`config.mk`:
```
export PLATFORM = sky130hd
export DESIGN_NAME = mult_cdb_buffer
export DESIGN_NICKNAME = d
export VERILOG_FILES = /design/src/rtl/mult_cdb_buffer.sv
export SDC_FILE = /design/constraint.sdc
export NUM_CORES = 1
export LEC_CHECK = 0
export ABC_AREA = 0
export ABC_CLOCK_PERIOD_IN_PS = 2300
export CAP_MARGIN = 10
export CELL_PAD_IN_SITES_DETAIL_PLACEMENT = 0
export CELL_PAD_IN_SITES_GLOBAL_PLACEMENT = 1
export CORE_ASPECT_RATIO = 0.9
export CORE_UTILIZATION = 35
export DETAILED_ROUTE_END_ITERATION = 8
export PLACE_DENSITY_LB_ADDON = 0.1
export RECOVER_POWER = 25
export SETUP_SLACK_MARGIN = 0.1
export SLEW_MARGIN = 40
export SYNTH_ARGS = -nofsm -noshare
export SYNTH_HDL_FRONTEND = slang
export SYNTH_SLANG_ARGS = --single-unit
```
`constraint.sdc`:
```
create_clock -name clock -period 2.3 [get_ports clock]
set_input_delay 0.575 -clock clock [delete_from_list [all_inputs] [get_ports clock]]
set_output_delay 0.575 -clock clock [all_outputs]
set_load 0.005 [all_outputs]
```
`src/rtl/mult_cdb_buffer.sv`:
```
// Completion buffer between the pipelined multiplier and the CDB arbiter.
// Optional same-cycle bypass of an empty buffer is enabled with `define MULT_CDB_BYPASS_EN.
module mult_cdb_buffer #(
  parameter int DEPTH = 4,
  parameter int TAG_W = 6,
  parameter int XLEN  = 32
) (
  input  logic             clock,
  input  logic             reset,
  input  logic             squash,
  input  logic             mult_issue,
  output logic             buf_ready,
  input  logic             mult_done,
  input  logic [XLEN-1:0]  mult_result,
  input  logic [TAG_W-1:0] mult_tag,
  output logic             cdb_req,
  input  logic             cdb_grant,
  output logic [XLEN-1:0]  cdb_result,
  output logic [TAG_W-1:0] cdb_tag,
  output logic             overflow_err
);

  localparam int PTR_W = (DEPTH > 1) ? $clog2(DEPTH) : 1;
  localparam int CNT_W = PTR_W + 1;
  localparam logic [CNT_W-1:0] DEPTH_C = CNT_W'(DEPTH);
  localparam logic [CNT_W:0]   DEPTH_W = (CNT_W + 1)'(DEPTH);

  logic [XLEN-1:0]  r_mem_data [DEPTH];
  logic [TAG_W-1:0] r_mem_tag  [DEPTH];
  logic [PTR_W-1:0] r_head;
  logic [PTR_W-1:0] r_tail;
  logic [CNT_W-1:0] r_count;
  logic [CNT_W-1:0] r_inflight;
  logic             r_overflow;

  logic             w_empty;
  logic             w_full;
  logic             w_bypass;
  logic             w_req;
  logic             w_grant_ok;
  logic             w_byp_taken;
  logic             w_fifo_pop;
  logic             w_push;
  logic             w_drop;
  logic [CNT_W:0]   w_occupancy;

  assign w_empty = (r_count == '0);
  assign w_full  = (r_count == DEPTH_C);

`ifdef MULT_CDB_BYPASS_EN
  // An empty buffer presents the incoming product directly; squash suppresses it.
  assign w_bypass = w_empty & mult_done & ~squash;
`else
  assign w_bypass = 1'b0;
`endif

  assign w_req       = ~w_empty | w_bypass;
  assign w_grant_ok  = w_req & cdb_grant & ~squash;
  assign w_byp_taken = w_bypass & cdb_grant;
  assign w_fifo_pop  = w_grant_ok & ~w_byp_taken;

  // A full buffer still accepts a product when the head leaves in the same cycle.
  assign w_push = mult_done & ~squash & ~w_byp_taken & (~w_full | w_fifo_pop);
  assign w_drop = mult_done & ~squash & w_full & ~w_fifo_pop;

  assign w_occupancy = {1'b0, r_count} + {1'b0, r_inflight};
  assign buf_ready   = (w_occupancy < DEPTH_W);

  assign cdb_req      = w_req;
  assign overflow_err = r_overflow;

  always_comb begin
    cdb_result = '0;
    cdb_tag    = '0;
    if (w_bypass) begin
      cdb_result = mult_result;
      cdb_tag    = mult_tag;
    end else if (!w_empty) begin
      cdb_result = r_mem_data[r_head];
      cdb_tag    = r_mem_tag[r_head];
    end
  end

  always_ff @(posedge clock) begin
    if (w_push) begin
      r_mem_data[r_tail] <= mult_result;
      r_mem_tag[r_tail]  <= mult_tag;
    end
  end

  always_ff @(posedge clock) begin
    if (reset) begin
      r_head     <= '0;
      r_tail     <= '0;
      r_count    <= '0;
      r_inflight <= '0;
      r_overflow <= 1'b0;
    end else if (squash) begin
      r_head     <= '0;
      r_tail     <= '0;
      r_count    <= '0;
      r_inflight <= '0;
    end else begin
      if (w_push) begin
        r_tail <= r_tail + 1'b1;
      end
      if (w_fifo_pop) begin
        r_head <= r_head + 1'b1;
      end
      if (w_push && !w_fifo_pop) begin
        r_count <= r_count + 1'b1;
      end else if (!w_push && w_fifo_pop) begin
        r_count <= r_count - 1'b1;
      end
      // A completion with nothing outstanding leaves the counter at zero.
      if (mult_issue && !mult_done) begin
        r_inflight <= r_inflight + 1'b1;
      end else if (!mult_issue && mult_done && (r_inflight != '0)) begin
        r_inflight <= r_inflight - 1'b1;
      end
      if (w_drop) begin
        r_overflow <= 1'b1;
      end
    end
  end

endmodule

```
# Word-level counts from Yosys, hierarchy flattened
# Memory sizes are Yosys's and may differ from the RTL's. A register that Yosys moved wholly into a read port is not among the register bits.
# Index checks and enable logic that the tools add are counted.
# word_totals
input_bits	44
memories	2
latch_bits	0
word_cells	54
ff_bits	11
ramBits	152
output_inout_bits	41
rom_bits	0
# op_classes
n_mul	0
shift	0
add_sub_neg	7
mux	12
reduce_logical	15
bitwise	11
n_lt_le_gt_ge	1
n_div	0
eq_ne	1
# memory_table
memory	words	word_bits	rd	rd_ports_with_merged_regs	write_ports	line_no	source
r_mem_data	4	32	1	1	1	28	logic [XLEN-1:0] r_mem_data [DEPTH];
r_mem_tag	4	6	1	1	1	29	logic [TAG_W-1:0] r_mem_tag [DEPTH];
# op_table
op	count
$mux 32	1
$mux 3	4
$mux 2	4
$add 3x1->3 const B	2
$and 1x1->1	6
$mux 6	1
$sub 3x1->3 const B	2
$logic_and 1x1->1	5
$add 2x1->2 const B	2
$add 3x3->4	1
$logic_not 1->1	4
$lt 4x3->1 const B	1
$not 1->1	4
$reduce_bool 2->1	2
$eq 3x3->1 const B	1
$logic_not 3->1	1
$reduce_bool 3->1	1
$mux 1	2
$reduce_and 2->1	1
$reduce_or 2->1	1
$or 1x1->1	1

# Logic depth before layout (Yosys ltp)
# logic_depth
depth_word	10
mapped_depth	8

# Least setup slack after synthesis
# No wires, ideal clock.
# synth_path
kind	input to register
startpoint	in mult_done
endpoint	mem r_mem_data[0][0] (enable)
path_slack_ns	0.038
cell_stages	2
n_path_buf	0
t_arrival_ns	1.863
cell_sequence	nor2b_1 and3_1
# synth_between
elab_chain_len	4
# synth_rtl
item	line_no	source
from (decl)	13	input logic mult_done,
$and 1x1->1 (2 in a row)	63	assign w_push = mult_done & ~squash & ~w_byp_taken & (~w_full | w_fifo_pop);
$mux 1	85	if (w_push) begin
$mux 1 (not written as such)	86	r_mem_data[r_tail] <= mult_result;
to (decl)	28	
# No other way between the ends.

==> reports/metrics.yaml <==
status: "complete, but fails checks"
violations: "negative setup slack"
fin_crit_sh_pct: 108
drt-vias-per-instance: 4.68
ys_seq_area_share_pct: 74.4
syn_nets: 373
slowest_stage: "mux4_2"
area_growth_pct: 38.6
drc_errors: 0
drtIter0Drc: 211
place_hpwl_um: 7840
ant_nets: 0
start_kind: "flop"
yosys_warnings: 0
endpoint_kind: "primary output"
cts_root_buf: "clkbuf_16"
cts_tree: "built"
setup_ws_ns: -0.188
gp_congestion: 0.724
period_minus_slack_ns: 2.49
wirelength_um: 12900
drive_above_1_share_pct: 43.4
post-place-ws_ns: -0.344
layout_common_cells: "152 x edfxtp_1, 43 x buf_6, 38 x mux4_2"
die_x_um: 145
fin_skew_ns: 0.00957
cts_buffer_depth: 2
cts.htree.levels: 4
cts_sinks: 165
path_class: "reg -> out"
top_level_ports: 85
ir_worst_vdd_mv: 0.503
mostFrequentLayoutCell: "edfxtp_1"
final_nets: 522
die_area_um2: 19100
die_y_um: 131
antenna_found_initial: 1
hp-class: "reg -> reg"
wl_per_cell_um: 17.9
routed-via-count: 3386
syn_inst: 320
worst_pin_slew_ns: 0.458
core_region_area_um2: 17900
hold_viol: 0
cp.required_ns: 1.73
clock_latency_ns: 0.42
rsz0062_at_grt: "yes"
power.density_nw_per_um2: 743
grt_pass1_wl_um: 20700
cp_data_arrival_time_ns: 1.91
cp_cell_sequence: "buf_12, buf_8, buf_16, mux4_2, and2_1, buf_2"
grtUsageTotal_pct: 14.6
slew_headroom_pct: 69.0
finalSetupViolCount: 38
ys_types: 33
grt_pass1_vias: 3721
hold_buffers: 0
path_clk_slew_ns: 0.06
numCtsBuffers: 17
grt_max_degree: 35
ys_ff_latch: 165
synth_edf_count: 152
fmaxAchievable_mhz: 402
ys.flop_type: "edfxtp_1"
max_stage_delay_ns: 0.49
slew_violations: 0
num_rows: 46
p_leak_uw: 0.00315
cp_max_fo: 5
initial_core_util_pct: 36.2
drtPass1Iterations: 6
worst_hold_slack_ns: 0.490
async_flop_share_pct: 0
grt-ovfl-total: 0
synthesis.area_um2: 6490
fin_tns_setup_ns: -4.72
io_buffers: 84
drv_cap: 0
syn_area_per_cell_um2: 20.3
==> cells by family after synthesis <==
group / Yosys count / synth area share, %
adder cells (fa/ha/maj): 9 / 1.97
AO/OA/AOI/OAI: 12 / 1.14
AND/OR/NAND/NOR: 73 / 6.69
flip-flops: 165 / 74.4
XOR/XNOR: 4 / 0.540
multiplexers: 41 / 13.7
buffers and inverters: 16 / 1.62
==> power breakdown <==
| group | internal [uW] | switching [uW] |
|---|---|---|
| registers | 3320 | 15.4 |
| logic | 358 | 230 |
| clock network | 1610 | 1140 |
==> state kept, by name, summed over array words and instances, names as in the netlist, named ones only <==
name          cells
r_inflight        3
r_mem_tag        24
r_count           3
overflow_err      1
r_head            2
r_mem_data      128
r_tail            2
==> what timing repair did <==
action	in CTS	in global routing
setup buffers	21	6
resized for setup	223	24
pin swaps	26	15
gates cloned	2	1
endpoints found under the hold margin	0	0
endpoints found under the setup margin	41	42
==> cells in the mapped netlist, types with 4 or more instances <==
library cell	number	area (um2)
dfxtp_1	13	260
ha_1	7	87.6
mux4_2	38	856
clkbuf_1	6	22.5
xor2_1	4	35.0
edfxtp_1	152	4560
buf_2	4	20.0
a21oi_1	4	20.0
nor2_1	8	30.0
and3_1	5	31.3
and2_1	38	238
==> worst paths after layout <==
path | start | endpoint | slack [ns] | depth (start not counted)
worst max-delay path | flop | cdb_result[7] | -0.19 | 6
worst min-delay path | overflow_err | overflow_err | 0.49 | 2
worst max register to register | r_count[0] | r_count[2] | 0.19 | 9
worst min register to register | overflow_err | overflow_err | 0.49 | 2
==> critical path, delay by kind of cell, from the launching register on <==
| family | cells | cell delay (ns) |
|---|---|---|
| buffers and inverters | 4 | 0.46 |
| flip-flops | 1 | 0.40 |
| multiplexers | 1 | 0.49 |
| AND/OR/NAND/NOR | 1 | 0.14 |
==> layout make-up <==
class                   count  area, um2
inverters                   3       11.3
multi-input cells         139       1690
clock inverters            14        148
flip-flops and latches    165       4830
fillers                  1485       8910
diodes                      1       2.50
repair buffers            143       1580
clock buffers              18        429
well taps                 240        300
==> metal layers <==
metal | vias to the layer above | GRT usage, % | wire, um
met1 | 1733 | 18.2 | 5880
met5 | - | 0 | 0
met3 | 10 | 4.83 | 489
li1 | 1581 | - | -
met4 | 0 | 4.21 | 106
met2 | 62 | 24.1 | 6480
==> metrics by stage <==
step                      util [%]  total power, uW  area [um2]  std cells
final                         50.2             6680        8990        723
after global routing          50.2             6950        8980        722
after CTS                     49.6             6740        8870        720
after detailed placement      44.5             3900        7960        665
after global placement        44.5             3900        7960        665
after floorplan                  -             3590        6490        320
Note: power is estimated with default switching activity, not from simulation.
